### src/rtl/pixel_combinator_if.sv
// Pixel output stream of pixel_combinator: colour plus sof/eol markers with valid/ready.
interface pixel_combinator_if #(
  parameter int RBG_SIZE = 24
);
  logic [RBG_SIZE-1:0] pix_data_o;
  logic                pix_valid_o;
  logic                pix_ready_i;
  logic                sof_o;
  logic                eol_o;

  modport master (
    output pix_data_o, pix_valid_o, sof_o, eol_o,
    input  pix_ready_i
  );

  modport slave (
    input  pix_data_o, pix_valid_o, sof_o, eol_o,
    output pix_ready_i
  );
endinterface

### src/rtl/pixel_combinator.sv
// Raster-order combiner: broadcasts the next expected coordinate to the engine queues,
// captures the colour from whichever queue pops it and emits it as a framed pixel stream.
module pixel_combinator #(
  parameter int DATA_WIDTH = 32,
  parameter int RBG_SIZE   = 24,
  parameter int NUM_LANES  = 4,
  parameter int IMG_W      = 640,
  parameter int IMG_H      = 480
) (
  input  logic                          clk,
  input  logic                          reset,
  input  logic                          start_i,
  output logic [DATA_WIDTH-1:0]         xpixel_check,
  output logic [DATA_WIDTH-1:0]         ypixel_check,
  input  logic [NUM_LANES-1:0]          lane_ack_i,
  input  logic [NUM_LANES*RBG_SIZE-1:0] lane_colour_i,
  pixel_combinator_if.master            pix,
  output logic                          busy_o,
  output logic                          frame_done_o,
  output logic                          err_o
);
  localparam int XW = (IMG_W > 1) ? $clog2(IMG_W) : 1;
  localparam int YW = (IMG_H > 1) ? $clog2(IMG_H) : 1;
  // Queues flag empty slots with all-ones, so the idle x value must be a legal miss.
  localparam logic [DATA_WIDTH-1:0] X_PARK = DATA_WIDTH'(IMG_W);
  localparam logic [XW-1:0]         X_LAST = XW'(IMG_W - 1);
  localparam logic [YW-1:0]         Y_LAST = YW'(IMG_H - 1);

  typedef enum logic [1:0] {IDLE, SEEK, OUT, DONE} state_t;

  state_t                state_q, state_d;
  logic [XW-1:0]         x_q, x_d, x_nxt;
  logic [YW-1:0]         y_q, y_d, y_nxt;
  logic [DATA_WIDTH-1:0] xchk_q, xchk_d, ychk_q, ychk_d;
  logic                  seek_first_q, seek_first_d;
  logic [RBG_SIZE-1:0]   data_q, data_d;
  logic                  valid_q, valid_d;
  logic                  sof_q, sof_d;
  logic                  eol_q, eol_d;
  logic                  busy_q, busy_d;
  logic                  done_q, done_d;
  logic                  err_q, err_d;

  logic [RBG_SIZE-1:0]   ack_colour;
  logic                  any_ack;
  logic                  multi_ack;

  // Lowest-index lane wins when several queues answer at once.
  always_comb begin
    ack_colour = '0;
    for (int k = NUM_LANES - 1; k >= 0; k--) begin
      if (lane_ack_i[k]) ack_colour = lane_colour_i[k*RBG_SIZE +: RBG_SIZE];
    end
  end

  assign any_ack   = |lane_ack_i;
  assign multi_ack = |(lane_ack_i & (lane_ack_i - NUM_LANES'(1)));

  always_comb begin
    state_d      = state_q;
    x_d          = x_q;
    y_d          = y_q;
    xchk_d       = xchk_q;
    ychk_d       = ychk_q;
    seek_first_d = seek_first_q;
    data_d       = data_q;
    valid_d      = valid_q;
    sof_d        = sof_q;
    eol_d        = eol_q;
    done_d       = 1'b0;
    err_d        = err_q | multi_ack;
    x_nxt        = (x_q == X_LAST) ? '0 : x_q + XW'(1);
    y_nxt        = (x_q == X_LAST) ? y_q + YW'(1) : y_q;

    case (state_q)
      IDLE: begin
        if (start_i) begin
          state_d      = SEEK;
          x_d          = '0;
          y_d          = '0;
          xchk_d       = '0;
          ychk_d       = '0;
          seek_first_d = 1'b1;
        end
      end
      SEEK: begin
        // A queue needs one cycle to see a new coordinate, so its first cycle never hits.
        seek_first_d = 1'b0;
        if (any_ack && !seek_first_q) begin
          data_d  = ack_colour;
          valid_d = 1'b1;
          sof_d   = (x_q == '0) && (y_q == '0);
          eol_d   = (x_q == X_LAST);
          xchk_d  = X_PARK;
          ychk_d  = '0;
          state_d = OUT;
        end
      end
      OUT: begin
        if (any_ack) err_d = 1'b1;
        if (pix.pix_ready_i) begin
          valid_d = 1'b0;
          sof_d   = 1'b0;
          eol_d   = 1'b0;
          if ((x_q == X_LAST) && (y_q == Y_LAST)) begin
            state_d = DONE;
            done_d  = 1'b1;
            x_d     = '0;
            y_d     = '0;
          end else begin
            state_d      = SEEK;
            seek_first_d = 1'b1;
            x_d          = x_nxt;
            y_d          = y_nxt;
            xchk_d       = DATA_WIDTH'(x_nxt);
            ychk_d       = DATA_WIDTH'(y_nxt);
          end
        end
      end
      DONE: begin
        state_d = IDLE;
      end
      default: begin
        state_d = IDLE;
      end
    endcase

    busy_d = (state_d != IDLE);
  end

  always_ff @(posedge clk) begin
    if (reset) begin
      state_q      <= IDLE;
      x_q          <= '0;
      y_q          <= '0;
      xchk_q       <= X_PARK;
      ychk_q       <= '0;
      seek_first_q <= 1'b0;
      data_q       <= '0;
      valid_q      <= 1'b0;
      sof_q        <= 1'b0;
      eol_q        <= 1'b0;
      busy_q       <= 1'b0;
      done_q       <= 1'b0;
      err_q        <= 1'b0;
    end else begin
      state_q      <= state_d;
      x_q          <= x_d;
      y_q          <= y_d;
      xchk_q       <= xchk_d;
      ychk_q       <= ychk_d;
      seek_first_q <= seek_first_d;
      data_q       <= data_d;
      valid_q      <= valid_d;
      sof_q        <= sof_d;
      eol_q        <= eol_d;
      busy_q       <= busy_d;
      done_q       <= done_d;
      err_q        <= err_d;
    end
  end

  assign xpixel_check    = xchk_q;
  assign ypixel_check    = ychk_q;
  assign pix.pix_data_o  = data_q;
  assign pix.pix_valid_o = valid_q;
  assign pix.sof_o       = sof_q;
  assign pix.eol_o       = eol_q;
  assign busy_o          = busy_q;
  assign frame_done_o    = done_q;
  assign err_o           = err_q;
endmodule

### src/flat_wrapper.sv
// flat-port wrapper written by rule: the top's interface ports become plain ports
module pixel_combinator_flat 
#(
  parameter int DATA_WIDTH = 32,
  parameter int RBG_SIZE   = 24,
  parameter int NUM_LANES  = 4,
  parameter int IMG_W      = 640,
  parameter int IMG_H      = 480
)
  (clk, reset, start_i, xpixel_check, ypixel_check, lane_ack_i, lane_colour_i, busy_o, frame_done_o, err_o, pix_pix_data_o, pix_pix_valid_o, pix_sof_o, pix_eol_o, pix_pix_ready_i);
  pixel_combinator_if #(.RBG_SIZE(RBG_SIZE)) pix_i ();
  input  logic clk;
  input  logic reset;
  input  logic start_i;
  output logic [DATA_WIDTH-1:0] xpixel_check;
  output logic [DATA_WIDTH-1:0] ypixel_check;
  input  logic [NUM_LANES-1:0] lane_ack_i;
  input  logic [NUM_LANES*RBG_SIZE-1:0] lane_colour_i;
  output logic busy_o;
  output logic frame_done_o;
  output logic err_o;
  output wire logic [$bits(pix_i.pix_data_o)-1:0] pix_pix_data_o;
  output wire logic [$bits(pix_i.pix_valid_o)-1:0] pix_pix_valid_o;
  output wire logic [$bits(pix_i.sof_o)-1:0] pix_sof_o;
  output wire logic [$bits(pix_i.eol_o)-1:0] pix_eol_o;
  input wire logic [$bits(pix_i.pix_ready_i)-1:0] pix_pix_ready_i;
  assign pix_pix_data_o = pix_i.pix_data_o;
  assign pix_pix_valid_o = pix_i.pix_valid_o;
  assign pix_sof_o = pix_i.sof_o;
  assign pix_eol_o = pix_i.eol_o;
  assign pix_i.pix_ready_i = pix_pix_ready_i;
  pixel_combinator #(.DATA_WIDTH(DATA_WIDTH), .RBG_SIZE(RBG_SIZE), .NUM_LANES(NUM_LANES), .IMG_W(IMG_W), .IMG_H(IMG_H)) u_core (.clk(clk), .reset(reset), .start_i(start_i), .xpixel_check(xpixel_check), .ypixel_check(ypixel_check), .lane_ack_i(lane_ack_i), .lane_colour_i(lane_colour_i), .pix(pix_i), .busy_o(busy_o), .frame_done_o(frame_done_o), .err_o(err_o));
endmodule
### config.mk
export PLATFORM = sky130hd
export DESIGN_NAME = pixel_combinator_flat
export DESIGN_NICKNAME = d
export VERILOG_FILES = /design/src/rtl/pixel_combinator_if.sv /design/src/rtl/pixel_combinator.sv /design/src/flat_wrapper.sv
export SDC_FILE = /design/constraint.sdc
export NUM_CORES = 1
export LEC_CHECK = 0
export ABC_CLOCK_PERIOD_IN_PS = 2250
export BUFFER_PORTS_ARGS = -buffer_cell sky130_fd_sc_hd__buf_2
export CORE_ASPECT_RATIO = 1.2
export CORE_MARGIN = 5
export CORE_UTILIZATION = 48
export CTS_BUF_LIST = sky130_fd_sc_hd__clkbuf_8
export DETAILED_ROUTE_END_ITERATION = 8
export PLACE_DENSITY = 0.84
export RECOVER_POWER = 100
export SLEW_MARGIN = 20
export SYNTH_ARGS = -nofsm -noshare
export SYNTH_HDL_FRONTEND = slang
export SYNTH_SLANG_ARGS = --single-unit
### constraint.sdc
create_clock -name clk -period 2.25 [get_ports clk]
set_input_delay 0.1125 -clock clk [delete_from_list [all_inputs] [get_ports clk]]
set_output_delay 0.1125 -clock clk [all_outputs]
set_load 0.02 [all_outputs]
==> results.txt <==
The logs give 1.94 nW for the leakage power total and 0 for the number of pins with negative max-slew slack in the final report. At the pin with the least slew margin, the transition time is 0.675 ns. Counting flops with a built-in enable in the synthesized netlist gives 0. Post-route setup TNS: 0 ns.

The critical path arrival was 2.36 ns; the final critical-path setup slack was 0.160 ns. The worst setup skew after layout is 0.0118 ns. The launching instance or port of the critical path is u_core.state_q[1].

VDD sags by at most 0.292 mV. The total iterations of the first detailed-routing run is 4. The floorplan step defined a core boundary enclosing 8560 um^2. The global router's overall resource usage was 0.239; the cell depth of the worst hold path was 3. Measured in cells, the most critical reg-to-reg path has a length of 8. For the reg2reg setup slack, the log shows 0.16 ns. The floorplan has 37 rows.

The layout cell share with drive strength beyond 1 was 0.217. The startpoint identified for the worst register-to-register timing path is u_core.state_q[1]. Summed over all nets, the half-perimeter wirelength after detailed placement is 10.1 mm. The number of buffers and inverters on the critical path is 2.

The per-instance average area after synthesis is 7.83 um^2. For the number of antenna violations at the first check in global routing, the log shows 0. The effective utilization at floorplan is 0.490. Cell with the largest stage delay on the worst path: sky130_fd_sc_hd__nor2b_1. The finished cells cover 4980 um^2. The run finished with clean final reports. The maximum clock rate is 478 MHz. The run gives 0.338 as the proportion of synthesized chip area in sequential cells. Clock-pin slew was measured on the worst setup and hold paths at 0.08 ns.

The height of the chip came out at 112 um. Dividing total power by cell area gives a power density of 603 nW/um^2. Compared with the post-synthesis result, the final layout area differs by 18.6%. The average detailed-routed wire length per instance is 16.7 um. The startpoint identified for the worst hold timing path is pix_pix_ready_i.

Setup repair after global routing left no endpoint under its margin. The routed layout has 4391 vias. Counting flops and latches in the post-synthesis netlist gives 71. For the clock latency on the worst-skew pair, the log shows 0.35 ns.

The number of DRC violations after detailed routing was 0; the number of buffer cells added on primary ports was 152. For the count of max-cap constraint violations, the log shows 0. The dominant synthesized flop cell is sky130_fd_sc_hd__dfxtp_1. The die boundary width is 95.4 um. Hold repair after CTS inserted 0 buffers. Internal power comes to 2.03 mW. In this run the worst hold path is classified as in -> reg. TritonCTS built the clock tree. Part of the total power dissipated in combinational logic: 0.214. Among cell families on the critical path, the largest total delay comes from simple AND/OR/NAND/NOR gates. The root buffer cell chosen for the clock tree is sky130_fd_sc_hd__clkbuf_8. The tools report the number of global-route vias before repair as 4218. Yosys printed 0 warnings. The logs give 0.447 for the share of total power in sequential cells and 536 for the post-synthesis cell count. The critical path is of the reg -> reg type. Traced cell by cell, the critical path runs through inv_1 > ha_1 > nor2b_1 > nor3_1 > clkbuf_2 > nor2_1 > a31oi_1 > o22ai_1.

In the final design database the tool counted 779 nets. The fraction of registers with async set/reset works out to 0. The post-detailed-routing wire length was 13.2 mm; the logic depth of the worst path, buffers included was 8.

Timing analysis after detailed placement gives a worst setup slack of 0.109 ns. The cell area reported after detailed placement is 4840 um^2, and the DRC marker count from the first detailed-route iteration is 299. The H-tree generated during clock tree synthesis spans 3 levels. The worst register-to-register path ends at u_core.y_q[6]. Routability-driven placement congestion ratio: 0.912. The switching power total is 0.970 mW.

Setup violations remaining at the end of the flow were counted as 0. Residual antenna-violating net count after detailed routing: 0. The run gives 0.581 as the utilization of the core after routing. The clock drives 71 sinks. The switching portion of total power was 0.323. In this design, the stage delay of the slowest critical-path cell is 0.36 ns. The worst slew margin relative to its limit is 0.548.

The pin count of the biggest net entering global routing came out at 51. The number of antenna cells inserted was 0; the biggest fanout along the worst timing path was 13. After detailed routing, the number of vias per cell comes to 5.57.

The first global-routing pass estimated 20.5 mm of wire. The number of buffers created by CTS was 9; the required time of the critical path was 2.52 ns. The area enclosed by the die boundary was 10700 um^2; the cell area after technology mapping was 4200 um^2.

The distinct cell type count of the synthesized netlist was 57; the post-layout minimum cycle time was 2.09 ns. Final number of hold-violating endpoints: 0. The final period utilization was 0.929; the post-layout instance count excluding filler cells was 789. In this run the count of I/O pins placed on the die edge is 198.

The type of element capturing the critical path was a flop. The part of the total power dissipated in the clock network is 0.339. Once placement completed, the tool counted placed cells totaling 773.

Global routing finished with a remaining overflow of 0. The kind of start point of the critical path was a flop. In this run the deepest clock path goes through 2 buffers. The end of the worst hold path was u_core.frame_done_o.
-- flip-flops by register name, indices dropped and copies added (netlist names) --
| name | flops |
|---|---|
| u_core.ypixel_check | 9 |
| u_core.pix.pix_data_o | 24 |
| u_core.pix.eol_o | 1 |
| u_core.pix.pix_valid_o | 1 |
| u_core.err_o | 1 |
| u_core.y_q | 9 |
| u_core.state_q | 2 |
| u_core.seek_first_q | 1 |
| u_core.xpixel_check | 10 |
| u_core.x_q | 10 |
| u_core.busy_o | 1 |
| u_core.frame_done_o | 1 |
| u_core.pix.sof_o | 1 |
-- logic make-up after synthesis --
| logic type | count (synthesis) | synth area share |
|---|---|---|
| buf+inv | 107 | 0.145 |
| fa+ha+maj | 9 | 0.0262 |
| compound gates | 154 | 0.229 |
| mux | 4 | 0.00983 |
| simple gates | 178 | 0.225 |
| xor+xnor | 12 | 0.0250 |
| flops | 71 | 0.338 |
| other cells | 1 | 0.000893 |
-- power groups by stage --
| stage | clock [mW] | sequential [mW] | combinational [mW] |
|---|---|---|---|
| after detailed placement | 0 | 1.37 | 0.642 |
| after floorplan | 0 | 1.42 | 0.418 |
| after global routing | 1.10 | 1.35 | 0.698 |
| final | 1.02 | 1.34 | 0.643 |
| after CTS | 1.04 | 1.34 | 0.643 |
| after global placement | 0 | 1.37 | 0.630 |
-- synthesized netlist by cell type, types with 15 or more instances --
cell                        n  share of area
sky130_fd_sc_hd__nand4_1   16          0.024
sky130_fd_sc_hd__o21ai_0   21          0.025
sky130_fd_sc_hd__buf_4     46          0.082
sky130_fd_sc_hd__nor3_1    31          0.037
sky130_fd_sc_hd__inv_1     15          0.013
sky130_fd_sc_hd__o22ai_1   27          0.040
sky130_fd_sc_hd__a221oi_1  24          0.050
sky130_fd_sc_hd__nor2_1    42          0.038
sky130_fd_sc_hd__nand2_1   27          0.024
sky130_fd_sc_hd__dfxtp_1   71           0.34
sky130_fd_sc_hd__nand3_1   17          0.020
sky130_fd_sc_hd__a21oi_1   56          0.067
sky130_fd_sc_hd__clkbuf_1  30          0.027
-- routing by layer --
layer | global-route usage | vias up | wire, um
met1 | 0.296 | 2019 | 5360
met2 | 0.402 | 213 | 6500
met4 | 0.0892 | 0 | 294
met5 | 0 | - | 0
li1 | - | 2138 | -
met3 | 0.0489 | 21 | 993
-- worst reg2reg max path, stage by stage, from the launching register on --
cell	delay (ns)
sky130_fd_sc_hd__dfxtp_1	0.35
sky130_fd_sc_hd__inv_1	0.11
sky130_fd_sc_hd__ha_1	0.25
sky130_fd_sc_hd__nor2b_1	0.36
sky130_fd_sc_hd__nor3_1	0.11
sky130_fd_sc_hd__clkbuf_2	0.25
sky130_fd_sc_hd__nor2_1	0.34
sky130_fd_sc_hd__a31oi_1	0.08
sky130_fd_sc_hd__o22ai_1	0.17
-- worst max-delay path by stage --
| stage | to | slack [ns] |
|---|---|---|
| 2_1_floorplan | u_core.xpixel_check[6] | 0.20 |
| 3_3_place_gp | u_core.x_q[5] | 0.23 |
| 3_5_place_dp | u_core.x_q[3] | 0.11 |
| 4_1_cts | u_core.x_q[5] | 0.08 |
| 5_1_grt | u_core.y_q[7] | 0.01 |
| 6_report | u_core.y_q[6] | 0.16 |
-- per-stage QoR --
step           hold WS [ns]  total power [mW]
3_3_place_gp          0.455              2.00
3_5_place_dp          0.465              2.01
6_report              0.133              3.00
2_1_floorplan         0.298              1.84
4_1_cts               0.107              3.02
5_1_grt               0.124              3.14
-- placed cells by master, fill, tap and decap left out, types with 3 or more instances in the layout --
master / synthesis / routed
sky130_fd_sc_hd__nand4_1: 16 / 16
sky130_fd_sc_hd__xor2_1: 3 / 3
sky130_fd_sc_hd__and3_1: 5 / 5
sky130_fd_sc_hd__o22ai_1: 27 / 27
sky130_fd_sc_hd__inv_1: 15 / 15
sky130_fd_sc_hd__o21ai_0: 21 / 21
sky130_fd_sc_hd__nor2_1: 42 / 42
sky130_fd_sc_hd__clkbuf_2: 0 / 3
sky130_fd_sc_hd__clkbuf_8: 0 / 9
sky130_fd_sc_hd__nor3_1: 31 / 30
sky130_fd_sc_hd__a22oi_1: 3 / 3
sky130_fd_sc_hd__nor4_1: 7 / 7
sky130_fd_sc_hd__xnor2_1: 9 / 9
sky130_fd_sc_hd__dfxtp_1: 71 / 71
sky130_fd_sc_hd__clkbuf_1: 30 / 50
sky130_fd_sc_hd__a221oi_1: 24 / 24
sky130_fd_sc_hd__conb_1: 1 / 45
sky130_fd_sc_hd__ha_1: 8 / 8
sky130_fd_sc_hd__mux2i_1: 3 / 3
sky130_fd_sc_hd__nand3_1: 17 / 16
sky130_fd_sc_hd__nand4b_1: 3 / 3
sky130_fd_sc_hd__and4_1: 3 / 3
sky130_fd_sc_hd__buf_4: 46 / 12
sky130_fd_sc_hd__nand2_1: 27 / 27
sky130_fd_sc_hd__a31oi_1: 5 / 5
sky130_fd_sc_hd__nand2b_1: 5 / 5
sky130_fd_sc_hd__buf_2: 11 / 103
sky130_fd_sc_hd__a21oi_1: 56 / 56
-- layout make-up --
| class | count | area, um^2 |
|---|---|---|
| repair buffers | 168 | 808 |
| clock buffers | 9 | 124 |
| inverters | 15 | 56.3 |
| flip-flops and latches | 71 | 1420 |
| well taps | 117 | 146 |
| fillers | 818 | 3590 |
| clock inverters | 7 | 72.6 |
| multi-input cells | 402 | 2350 |
-- timing repair --
item	CTS	global route
gates resized for setup	0	3
endpoints found under the setup margin	0	9
setup buffers	0	0
endpoints found under the hold margin	0	0
Note: power is estimated with default switching activity, not from simulation.
